`config.mk`:
```
export PLATFORM = sky130hd
export DESIGN_NAME = uart_rx
export DESIGN_NICKNAME = d
export VERILOG_FILES = /design/src/rtl/uart_rx.sv
export SDC_FILE = /design/constraint.sdc
export NUM_CORES = 1
export LEC_CHECK = 0
export CORE_UTILIZATION = 46
export CTS_BUF_LIST = sky130_fd_sc_hd__clkbuf_8
export CTS_CLUSTER_DIAMETER = 30
export DETAILED_ROUTE_END_ITERATION = 16
export PLACE_DENSITY = 0.77
export SLEW_MARGIN = 20
export SYNTH_ARGS = -nofsm -noshare
export SYNTH_HDL_FRONTEND = slang
export SYNTH_SLANG_ARGS = --single-unit
export TNS_END_PERCENT = 10
```
`constraint.sdc`:
```
create_clock -name clk -period 4.4 [get_ports clk]
set_input_delay 0.88 -clock clk [delete_from_list [all_inputs] [get_ports clk]]
set_output_delay 0.88 -clock clk [all_outputs]
set_load 0.01 [all_outputs]
```
`src/rtl/uart_rx.sv`:
```
// rtl/uart_rx.sv - UART receiver: 8 data bits, optional even parity, one stop bit
//
// Purpose: oversampled serial receiver with a valid/ack output handshake.
// It reports frame, overrun and parity errors as one-cycle pulses.
// Build option: define UART_RX_PARITY_EN to expect one even-parity bit after
// data bit 7. Without the macro, parity_err is tied to 0.
//
// Ports:
//   clk          in   rising-edge clock
//   rst          in   asynchronous active-high reset
//   SYMBOL_WIDTH in   [15:0] clock cycles per bit (4..65535), latched per frame
//   Rx           in   serial line, idle high, asynchronous to clk
//   d_out        out  [7:0] received byte
//   recv_valid   out  d_out holds an unconsumed byte
//   recv_ack     in   consumer accepts d_out
//   frame_err    out  pulse: stop bit sampled low
//   overrun_err  out  pulse: good frame arrived while recv_valid was still high
//   parity_err   out  pulse: parity mismatch (UART_RX_PARITY_EN only)
module uart_rx (
  input  logic        clk,
  input  logic        rst,
  input  logic [15:0] SYMBOL_WIDTH,
  input  logic        Rx,
  output logic [7:0]  d_out,
  output logic        recv_valid,
  input  logic        recv_ack,
  output logic        frame_err,
  output logic        overrun_err,
  output logic        parity_err
);

  typedef enum logic [2:0] {
    IDLE   = 3'd0,
    START  = 3'd1,
    DATA   = 3'd2,
`ifdef UART_RX_PARITY_EN
    PARITY = 3'd3,
`endif
    STOP   = 3'd4
  } state_t;

  state_t      state_q, state_d;
  logic        rx_meta_q, rx_meta_d;
  logic        rx_sync_q, rx_sync_d;
  logic        armed_q, armed_d;
  logic [15:0] sw_q, sw_d;
  logic [15:0] t_q, t_d;
  logic [2:0]  i_q, i_d;
  logic [7:0]  shift_q, shift_d;
  logic [7:0]  d_out_q, d_out_d;
  logic        recv_valid_q, recv_valid_d;
  logic        frame_err_q, frame_err_d;
  logic        overrun_err_q, overrun_err_d;
`ifdef UART_RX_PARITY_EN
  logic        par_q, par_d;
  logic        parity_err_q, parity_err_d;
`endif

  logic [15:0] t_inc;
  logic        bit_done;
  logic        stop_sample;
  logic        par_bad;
  logic        good_frame;

  always_comb begin
    state_d       = state_q;
    rx_meta_d     = Rx;
    rx_sync_d     = rx_meta_q;
    armed_d       = armed_q;
    sw_d          = sw_q;
    t_d           = t_q;
    i_d           = i_q;
    shift_d       = shift_q;
    d_out_d       = d_out_q;
    recv_valid_d  = recv_valid_q;
    frame_err_d   = 1'b0;
    overrun_err_d = 1'b0;
`ifdef UART_RX_PARITY_EN
    par_d         = par_q;
    parity_err_d  = 1'b0;
`endif
    stop_sample   = 1'b0;

    // Bit timer saturates instead of wrapping.
    t_inc    = (t_q == 16'hFFFF) ? t_q : t_q + 16'd1;
    bit_done = (t_q == sw_q - 16'd1);

    case (state_q)
      IDLE: begin
        t_d = '0;
        i_d = '0;
        // A start edge counts only after the line has been seen high here,
        // so a stop bit that was sampled low cannot immediately retrigger.
        if (rx_sync_q) begin
          armed_d = 1'b1;
        end else if (armed_q) begin
          armed_d = 1'b0;
          sw_d    = SYMBOL_WIDTH;
          state_d = START;
        end
      end
      START: begin
        // Recheck the line at mid start bit to reject glitches.
        if (t_q == (sw_q >> 1) - 16'd1) begin
          t_d     = '0;
          state_d = rx_sync_q ? IDLE : DATA;
        end else begin
          t_d = t_inc;
        end
      end
      DATA: begin
        if (bit_done) begin
          t_d     = '0;
          shift_d = {rx_sync_q, shift_q[7:1]};
          i_d     = i_q + 3'd1;
          if (i_q == 3'd7) begin
`ifdef UART_RX_PARITY_EN
            state_d = PARITY;
`else
            state_d = STOP;
`endif
          end
        end else begin
          t_d = t_inc;
        end
      end
`ifdef UART_RX_PARITY_EN
      PARITY: begin
        if (bit_done) begin
          t_d     = '0;
          par_d   = rx_sync_q;
          state_d = STOP;
        end else begin
          t_d = t_inc;
        end
      end
`endif
      STOP: begin
        if (bit_done) begin
          t_d         = '0;
          stop_sample = 1'b1;
          state_d     = IDLE;
        end else begin
          t_d = t_inc;
        end
      end
      default: state_d = IDLE;
    endcase

`ifdef UART_RX_PARITY_EN
    par_bad = ^{shift_q, par_q};
`else
    par_bad = 1'b0;
`endif
    good_frame = stop_sample && rx_sync_q && !par_bad;

    if (stop_sample && !rx_sync_q) begin
      frame_err_d = 1'b1;
    end
`ifdef UART_RX_PARITY_EN
    if (stop_sample && rx_sync_q && par_bad) begin
      parity_err_d = 1'b1;
    end
`endif

    // An ack in the same cycle as a new byte frees the slot for that byte.
    if (good_frame && recv_valid_q && !recv_ack) begin
      overrun_err_d = 1'b1;
    end else if (good_frame) begin
      d_out_d      = shift_q;
      recv_valid_d = 1'b1;
    end else if (recv_valid_q && recv_ack) begin
      recv_valid_d = 1'b0;
    end
  end

  always_ff @(posedge clk or posedge rst) begin
    if (rst) begin
      state_q       <= IDLE;
      rx_meta_q     <= 1'b1;
      rx_sync_q     <= 1'b1;
      armed_q       <= 1'b0;
      sw_q          <= '0;
      t_q           <= '0;
      i_q           <= '0;
      shift_q       <= '0;
      d_out_q       <= 8'h00;
      recv_valid_q  <= 1'b0;
      frame_err_q   <= 1'b0;
      overrun_err_q <= 1'b0;
`ifdef UART_RX_PARITY_EN
      par_q         <= 1'b0;
      parity_err_q  <= 1'b0;
`endif
    end else begin
      state_q       <= state_d;
      rx_meta_q     <= rx_meta_d;
      rx_sync_q     <= rx_sync_d;
      armed_q       <= armed_d;
      sw_q          <= sw_d;
      t_q           <= t_d;
      i_q           <= i_d;
      shift_q       <= shift_d;
      d_out_q       <= d_out_d;
      recv_valid_q  <= recv_valid_d;
      frame_err_q   <= frame_err_d;
      overrun_err_q <= overrun_err_d;
`ifdef UART_RX_PARITY_EN
      par_q         <= par_d;
      parity_err_q  <= parity_err_d;
`endif
    end
  end

  assign d_out       = d_out_q;
  assign recv_valid  = recv_valid_q;
  assign frame_err   = frame_err_q;
  assign overrun_err = overrun_err_q;
`ifdef UART_RX_PARITY_EN
  assign parity_err  = parity_err_q;
`else
  assign parity_err  = 1'b0;
`endif

endmodule
```
==> results of run 1 <==
## layout by cell type (no fill, tap or decap), types with 7 or more instances in the layout
cell             instances
o21ai_0                 12
nand2_1                 27
clkbuf_8                 9
nor2_1                  32
dfrtp_1                 58
nand4_1                  9
clkdlybuf4s50_1         30
and4_1                   7
nand3_1                  9
mux2_4                   8
xnor2_1                 21
mux2i_1                  8
nor3_1                  11
inv_1                    9
mux2_2                  25
xor2_1                  11
nor4_1                   8
a21oi_1                 12
## routing by layer
layer  vias up  routed length, um
met3        10                354
li1       1448                  -
met2        81               4193
met4         0                 97
met1      1473               3746
met5         -                  0
## worst register-to-register path, delay by kind of cell, from the launching register on
| family | cells | cell delay [ns] |
|---|---|---|
| buffers and inverters | 3 | 0.58 |
| DFF | 1 | 0.47 |
| AOI/OAI and AO/OA | 4 | 1.26 |
| adders and majority gates | 1 | 0.31 |
| and+or+nand+nor | 4 | 1.12 |
## cells in the mapped netlist (5+ instances only)
master	n
dfrtp_1	58
o22a_1	5
nand2b_1	5
nor2_1	32
nand4_1	9
a31oi_1	5
inv_1	9
nor3b_1	5
o21ai_0	12
buf_2	6
nand3_1	9
and4_1	7
nand2_1	27
xnor2_1	21
clkbuf_1	22
nor4_1	8
xor2_1	11
nor3_1	11
mux2_4	8
nand3b_1	5
a21oi_1	12
ha_1	5
a21o_1	5
mux2_2	25
mux2i_1	8
## logic make-up (layout without fill, tap and decap cells)
kind of cell / after synthesis / after routing
xor+xnor: 32 / 32
buf+inv: 45 / 59
mux: 42 / 42
compound gates: 71 / 71
other cells: 1 / 1
fa+ha+maj: 5 / 5
flops: 60 / 60
simple gates: 143 / 143
## power by group
part	switching, W	internal [W]	total [W]
combinational	0.000451	0.000450	0.000901
sequential	0.000267	0.000648	0.000915
clock	0.000226	0.000375	0.000601
total	0.000944	0.00147	0.00242
## state kept, by name, summed over array words and instances, names as in the netlist, 3 cells and up
signal,count
sw_q,16
t_q,16
d_out,8
shift_q,8
i_q,3
state_q,3
## stage by stage
step	util, %	instance area [um2]	total power [W]	worst slack (ns)	hold WS [ns]
2_1_floorplan	-	3900	0.001636	1.232	0.3452
3_3_place_gp	51.04	4194	0.001785	0.6622	0.3476
6_report	53.95	4433	0.002416	0.5565	0.3556
5_1_grt	53.95	4433	0.002579	0.3475	0.3588
3_5_place_dp	51.04	4194	0.001813	0.5971	0.3479
4_1_cts	53.95	4433	0.002425	0.5715	0.3575
## cell type report
type / instances / share of cell area (%)
multi-input combinational: 294 / 49.22
sequential: 60 / 33.93
timing repair buffer: 34 / 7.734
tap: 105 / 2.964
clock buffer: 9 / 2.794
clock inverter: 7 / 2.597
inverter: 9 / 0.7621
## how the worst max path moves through the flow
stage / end / from / depth (start not counted)
2_1_floorplan: d_out[0] / sw_q[1] / 13
3_3_place_gp: t_q[6] / sw_q[1] / 12
3_5_place_dp: t_q[6] / sw_q[1] / 12
4_1_cts: t_q[6] / sw_q[1] / 12
5_1_grt: t_q[6] / sw_q[1] / 12
6_report: t_q[6] / sw_q[1] / 12
==> metrics, run 1 <==
area share of the largest cell type after synthesis=37.22%; FF+latch count, synth=60; synth warn=0; EDFF count, synth=0; hold path startpoint=rx_meta_q; Num CTS Buffers=9; reg-to-reg slack, setup=0.56 ns; Clk Latency, worst-skew pair=0.34 ns; FF-to-FF End=t_q[6]; min Tclk post-route=3.843 ns; synthesized cell area=0.003900 mm2; Row Count=33; vias per cell=5.815; Leakage Power=1.932 nW; RePlAce Congestion=0.9091; worst-path cell chain=inv_1 > ha_1 > nor3b_1 > buf_4 > and4_1 > a21oi_1 > a2111oi_0 > and4_1 > a2bb2oi_4 > buf_12 > nor3_1 > a211o_1; HPWL after DPL=6087 um; grt ovf=0; ranking of synthesized cells by area=dfrtp_1 37%, mux2_2 7.2%, xnor2_1 4.7%; unrepaired setup endpoints after global routing=no; die area=0.008850 mm2; CP max stage delay=0.66 ns; critical path type=reg2reg; Top Ports=32; post-synthesis compound-gate area fraction=13.12%; worst endpoint required time=4.62 ns; final hold viol count=0; port bufs=30; RR Startpoint=sw_q[1]; CTS Hold Buffers Added=0; drt drc=0; crit path capture type=flop; Syn-to-layout area delta=13.67%; delay-heaviest family, CP=compound AO/OA/AOI/OAI gates; post-synthesis adder-cell area fraction=1.604%; max cap viols=0; setup tns final=0 ns; Fillers=728; M2 GR Usage=33.76%; cts repair resizes=0; async set-reset flop share out of synthesis=100.0%; mux contribution to synthesized area=12.64%; Vias=3012; worst hold stages=0; register area=0.001504 mm2; CP Buf/Inv Count=3; Final setup viols=0; largest net degree at the start of global routing=38; total clock sinks=60; Root Driver=clkbuf_8; width of the die=94.08 um; XOR/XNOR Fraction of Synth Area=7.186%; fin nets=433; Hold WC Path Type=reg2reg; CP Launch Type=flop; Hold Crit Endpoint=rx_sync_q; antenna violations before repair=0; diode count=0; met3 Track Usage GR=5.097%; Routed WL per cell=16.20 um; Initial Util=47.46%; TritonRoute pass-1 iters=4; fmax=0.2602 GHz; Net Count, Synth=424; H-tree depth=3; area of the multi-input gates=0.002182 mm2; vias in the first global route=2907; TritonCTS clock tree=built; Critical-path top delay cell=a2111oi_0; Distinct cells, synth=65; VDD IR max=0.0002901 V; Tcrit/Tclk final=87.35%; DP Cell Count=502; Simple-Gate Fraction of Synth Area=21.30%; main combinational cell family by area after synthesis=simple AND/OR/NAND/NOR gates; cells after synthesis=399; final wirelength=8393 um; GR Util met1=25.87%; most common flop cell mapped by yosys=dfrtp_1; share of cells above drive strength 1=15.98%; DIE HEIGHT=94.08 um; Pins Over Slew Limit=0; Slew @ Worst Pin=0.8433 ns; Synth Area per Inst=9.774 um2; leading area contributor after synthesis=dfrtp_1; global-route wire length before repair=13990 um; Clock Skews=0.01019 ns; clk buf depth=2; CP arrival=4.07 ns; worst-path maximum fanout=31; Clock Pin Slew Worst Setup and Hold Paths=0.07 ns; Core Area=0.008217 mm2; postcts setup bufs=0; PwrDens=545.0 mW/mm2; Slew HR=43.62%; initial DRC count=254; final std cells w/o fill=518; sequential share of the synthesized area=38.56%; Routed Antenna Nets=0; worst reg2reg path depth=12; GRT Overall Usage=20.56%; gr busiest metal=met2; Top cell by count, worst path=and4_1; status=finished, final reports clean
(Power assumes the default switching activity.)
==> run 2, diff against run 1 <==
--- a/config.mk
+++ b/config.mk
@@ -5,11 +5,15 @@
 export SDC_FILE = /design/constraint.sdc
 export NUM_CORES = 1
 export LEC_CHECK = 0
-export CORE_UTILIZATION = 46
+export CELL_PAD_IN_SITES_DETAIL_PLACEMENT = 1
+export CELL_PAD_IN_SITES_GLOBAL_PLACEMENT = 2
+export CORE_UTILIZATION = 39
 export CTS_BUF_LIST = sky130_fd_sc_hd__clkbuf_8
 export CTS_CLUSTER_DIAMETER = 30
 export DETAILED_ROUTE_END_ITERATION = 16
-export PLACE_DENSITY = 0.77
+export GPL_TIMING_DRIVEN = 0
+export MAX_ROUTING_LAYER = met4
+export PLACE_DENSITY = 0.94
 export SLEW_MARGIN = 20
 export SYNTH_ARGS = -nofsm -noshare
 export SYNTH_HDL_FRONTEND = slang
==> metrics, run 2 (synthesized netlist as in run 1, its figures left out) <==
Root Driver=clkbuf_8 (unchanged); Clock Skews=0.01190 ns (was 0.01019 ns); Clock Pin Slew Worst Setup and Hold Paths=0.08 ns (was 0.07 ns); reg-to-reg slack, setup=0.43 ns (was 0.56 ns); CP arrival=4.22 ns (was 4.07 ns); RePlAce Congestion=0.8324 (was 0.9091); Top Ports=32 (unchanged); cts repair resizes=0 (unchanged); final hold viol count=0 (unchanged); setup tns final=0 ns (unchanged); status=finished, final reports clean (unchanged); die area=0.01040 mm2 (was 0.008850 mm2); worst-path maximum fanout=10 (was 31); Fillers=1141 (was 728); hold path startpoint=rx_meta_q (unchanged); share of cells above drive strength 1=17.04% (was 15.98%); Routed WL per cell=17.98 um (was 16.20 um); Syn-to-layout area delta=17.65% (was 13.67%); GRT Overall Usage=22.57% (was 20.56%); Slew HR=49.09% (was 43.62%); Min Hold Slack=0.3582 ns (was 0.3556 ns); Crit path depth=13 (was 12); area post-placement=0.004389 mm2 (was 0.004194 mm2); crit path capture type=flop (unchanged); final instance area=0.004588 mm2 (was 0.004433 mm2); most frequent cells in the layout=58 x dfrtp_1, 32 x nor2_1, 30 x clkdlybuf4s50_1 (unchanged); commonest non-fill, non-tap cell in the layout=dfrtp_1 (unchanged); Tcrit/Tclk final=90.16% (was 87.35%); global-route wire length before repair=17110 um (was 13990 um); initial DRC count=80 (was 254); delay-heaviest family, CP=simple AND/OR/NAND/NOR gates (was compound AO/OA/AOI/OAI gates); worst endpoint required time=4.65 ns (was 4.62 ns); critical path type=reg2reg (unchanged); VDD IR max=0.0001770 V (was 0.0002901 V); CP Buf/Inv Count=4 (was 3); FF-to-FF End=t_q[6] (unchanged); max cap viols=0 (unchanged); width of the die=102 um (was 94.08 um); worst-path cell chain=clkbuf_1 > inv_1 > ha_1 > nor3b_1 > clkbuf_1 > nand4_1 > xnor2_1 > a2111oi_0 > nand4_1 > a2bb2oi_4 > buf_4 > nor3_1 > a211o_1 (was inv_1 > ha_1 > nor3b_1 > buf_4 > and4_1 > a21oi_1 > a2111oi_0 > and4_1 > a2bb2oi_4 > buf_12 > nor3_1 > a211o_1); RR Startpoint=sw_q[1] (unchanged); Critical-path top delay cell=a2111oi_0 (unchanged); Final setup viols=0 (unchanged); register area=0.001504 mm2 (unchanged); final wirelength=10410 um (was 8393 um); Initial Util=40.08% (was 47.46%); min Tclk post-route=3.967 ns (was 3.843 ns); Pins Over Slew Limit=0 (unchanged); CP Launch Type=flop (unchanged); Leakage Power=1.973 nW (was 1.932 nW); Final Core Density=47.16% (was 53.95%); Clk Latency, worst-skew pair=0.37 ns (was 0.34 ns); Row Count=36 (was 33); antenna violations before repair=0 (unchanged); clk buf depth=2 (unchanged); postcts setup bufs=0 (unchanged); CP max stage delay=0.43 ns (was 0.66 ns); vias per cell=5.556 (was 5.815); Regs by FF count=sw_q (16), t_q (16) (unchanged); unrepaired setup endpoints after global routing=no (unchanged); fin nets=466 (was 433); total clock sinks=60 (unchanged); grt ovf=0 (unchanged); H-tree depth=3 (unchanged); Hold WC Path Type=reg2reg (unchanged); PwrDens=535.5 mW/mm2 (was 545.0 mW/mm2); Num CTS Buffers=9 (unchanged); area of the multi-input gates=0.002182 mm2 (unchanged); HPWL after DPL=7650 um (was 6087 um); TritonCTS clock tree=built (unchanged); diode count=0 (unchanged); TritonRoute pass-1 iters=4 (unchanged); Vias=3217 (was 3012); worst reg2reg path depth=13 (was 12); worst hold stages=0 (unchanged); fmax=0.2521 GHz (was 0.2602 GHz); CTS Hold Buffers Added=0 (unchanged); largest net degree at the start of global routing=34 (was 38); Core Area=0.009729 mm2 (was 0.008217 mm2); Routed Antenna Nets=0 (unchanged); port bufs=30 (unchanged); drt drc=0 (unchanged); Hold Crit Endpoint=rx_sync_q (unchanged); DIE HEIGHT=102 um (was 94.08 um); Slew @ Worst Pin=0.7636 ns (was 0.8433 ns); vias in the first global route=3348 (was 2907)
run 2: area by class of cell:
type                       instances  area share [%]
multi-input combinational        294           47.56
sequential                        60           32.78
timing repair buffer              31           6.981
buffer                            36           3.927
tap                              133           3.627
clock buffer                       9           2.700
clock inverter                     7           1.636
inverter                           9          0.7908
run 2: worst max-delay path by stage:
stage | startpoint | endpoint | slack (ns)
after floorplan | sw_q[1] | d_out[0] | 1.23
after global placement | sw_q[1] | t_q[3] | 0.57
after detailed placement | sw_q[1] | t_q[6] | 0.52
after CTS | sw_q[1] | t_q[3] | 0.47
after global routing | sw_q[1] | t_q[4] | 0.14
final | sw_q[1] | t_q[6] | 0.43
run 2: metrics by stage:
stage / total power, W / worst slack [ns] / cells
3_3_place_gp: 0.001866 / 0.5666 / 562
4_1_cts: 0.002466 / 0.4749 / 579
6_report: 0.002457 / 0.4331 / 579
2_1_floorplan: 0.001636 / 1.232 / 399
3_5_place_dp: 0.001930 / 0.5207 / 563
5_1_grt: 0.002623 / 0.1432 / 579
run 2: where the power goes:
group	switching (W)	internal, W
Sequential	0.0000824	0.000649
Combinational	0.000711	0.000489
Clock	0.000261	0.000264
run 2: routing by layer:
metal	global-route usage, %	share of wire (%)
met5	-	0
met4	9.780	2.1
met3	2.394	2.7
met2	37.89	50
met1	27.45	46
==> run 3, diff against run 2 <==
--- a/config.mk
+++ b/config.mk
@@ -14,6 +14,7 @@
 export GPL_TIMING_DRIVEN = 0
 export MAX_ROUTING_LAYER = met4
 export PLACE_DENSITY = 0.94
+export SETUP_SLACK_MARGIN = 0.5
 export SLEW_MARGIN = 20
 export SYNTH_ARGS = -nofsm -noshare
 export SYNTH_HDL_FRONTEND = slang
==> metrics, run 3 (synthesized netlist as in run 1, its figures left out) <==
Final setup viols=0 (unchanged); Top Ports=32 (unchanged); largest net degree at the start of global routing=34 (unchanged); Slew HR=48.87% (was 49.09%); TritonCTS clock tree=built (unchanged); area post-placement=0.004389 mm2 (unchanged); clk buf depth=2 (unchanged); VDD IR max=0.0001768 V (was 0.0001770 V); Row Count=36 (unchanged); fin nets=467 (was 466); crit path capture type=flop (unchanged); Num CTS Buffers=9 (unchanged); Root Driver=clkbuf_8 (unchanged); Fillers=1142 (was 1141); Leakage Power=1.980 nW (was 1.973 nW); RePlAce Congestion=0.8324 (unchanged); unrepaired setup endpoints after global routing=no (unchanged); TritonRoute pass-1 iters=4 (unchanged); Clock Pin Slew Worst Setup and Hold Paths=0.08 ns (about the same); DIE HEIGHT=102 um (unchanged); CP Launch Type=flop (unchanged); status=finished, final reports clean (unchanged); vias in the first global route=3348 (unchanged); drt drc=0 (unchanged); Hold WC Path Type=reg2reg (unchanged); Clk Latency, worst-skew pair=0.37 ns (about the same); worst endpoint required time=4.65 ns (about the same); Syn-to-layout area delta=18.06% (was 17.65%); grt ovf=0 (unchanged); HPWL after DPL=7650 um (unchanged); setup tns final=0 ns (unchanged); worst-path maximum fanout=10 (unchanged); most frequent cells in the layout=58 x dfrtp_1, 32 x nor2_1, 30 x clkdlybuf4s50_1 (unchanged); global-route wire length before repair=17110 um (unchanged); share of cells above drive strength 1=17.90% (was 17.04%); critical path type=reg2reg (unchanged); total clock sinks=60 (unchanged); PwrDens=536.3 mW/mm2 (was 535.5 mW/mm2); Slew @ Worst Pin=0.7670 ns (was 0.7636 ns); GRT Overall Usage=22.57% (unchanged); H-tree depth=3 (unchanged); Clock Skews=0.009933 ns (was 0.01190 ns); Routed WL per cell=18.12 um (was 17.98 um); Pins Over Slew Limit=0 (unchanged); port bufs=30 (unchanged); die area=0.01040 mm2 (unchanged); Vias=3245 (was 3217); fmax=0.2703 GHz (was 0.2521 GHz); width of the die=102 um (unchanged); Routed Antenna Nets=0 (unchanged); min Tclk post-route=3.699 ns (was 3.967 ns); antenna violations before repair=0 (unchanged); Regs by FF count=sw_q (16), t_q (16) (unchanged); CP arrival=3.95 ns (was 4.22 ns); final wirelength=10510 um (was 10410 um); max cap viols=0 (unchanged); Initial Util=40.08% (unchanged); initial DRC count=89 (was 80); final instance area=0.004604 mm2 (was 0.004588 mm2); commonest non-fill, non-tap cell in the layout=dfrtp_1 (unchanged); diode count=0 (unchanged); Core Area=0.009729 mm2 (unchanged); Tcrit/Tclk final=84.07% (was 90.16%); final hold viol count=0 (unchanged); vias per cell=5.595 (was 5.556)
## run 3: cell types whose count changed in the layout (fill, tap and decap cells not counted), sizes merged
cell / before / now
buf: 15 / 16
## run 3: worst paths after layout
kind	start	to	slack, ns	cells past startpoint
min in group asynchronous	rst	shift_q[4]	0.85	2
setup reg to reg	sw_q[1]	t_q[6]	0.70	13
max in group asynchronous	rst	sw_q[14]	3.03	3
hold / removal	rx_meta_q	rx_sync_q	0.36	0
setup / recovery	sw_q[1]	t_q[6]	0.70	13
hold reg to reg	rx_meta_q	rx_sync_q	0.36	0
## run 3: stage by stage
stage | hold WS [ns] | util [%] | instances | total power [W] | setup slack, ns
after detailed placement | 0.3484 | 45.11 | 563 | 0.001930 | 0.5207
after global placement | 0.3470 | 44.88 | 562 | 0.001866 | 0.5666
after floorplan | 0.3452 | - | 399 | 0.001636 | 1.232
final | 0.3582 | 47.33 | 580 | 0.002469 | 0.7009
after CTS | 0.3596 | 47.17 | 579 | 0.002466 | 0.5979
after global routing | 0.3673 | 47.33 | 580 | 0.002631 | 0.5322
## run 3: power breakdown
part	leakage, nW	internal, W	switching, W
clock network	0.0923	0.000264	0.000261
registers	0.788	0.000649	0.0000835
logic	1.10	0.000493	0.000719
total	1.98	0.00141	0.00106
## run 3: area by class of cell
cell class	count	area [um2]	share of cell area (%)
buffer	36	181.4	3.940
clock buffer	9	123.9	2.690
clock inverter	7	75.07	1.630
inverter	9	36.28	0.7880
multi-input combinational	294	2190	47.55
sequential	60	1504	32.66
tap	133	166.4	3.614
timing repair buffer	32	327.8	7.120
## run 3: worst max-delay path, cell delays in order, from the launching register on
cell and delay, ns:
dfrtp_1 0.36, clkbuf_1 0.23, inv_1 0.21, ha_2 0.28, or3b_4 0.42, o31a_1 0.33
o32a_1 0.36, a2bb2oi_1 0.23, and4_1 0.26, buf_6 0.15, a2bb2oi_4 0.18, buf_4 0.20
nor3_1 0.07, a211o_1 0.29
## run 3: timing repair
action                     in CTS  in global routing
gates resized for setup         1                  2
hold buffers                    0                  0
setup endpoints to repair       4                 25
setup buffers                   0                  1
pin swaps                       0                  1
hold endpoints to repair        0                  0
## run 3: routing by layer
metal	share of wire, %	up-vias	GRT usage, %
li1	-	1526	-
met1	46	1653	27.45
met2	50	47	37.89
met3	2.7	19	2.394
met4	2.1	0	9.780
met5	0	-	-
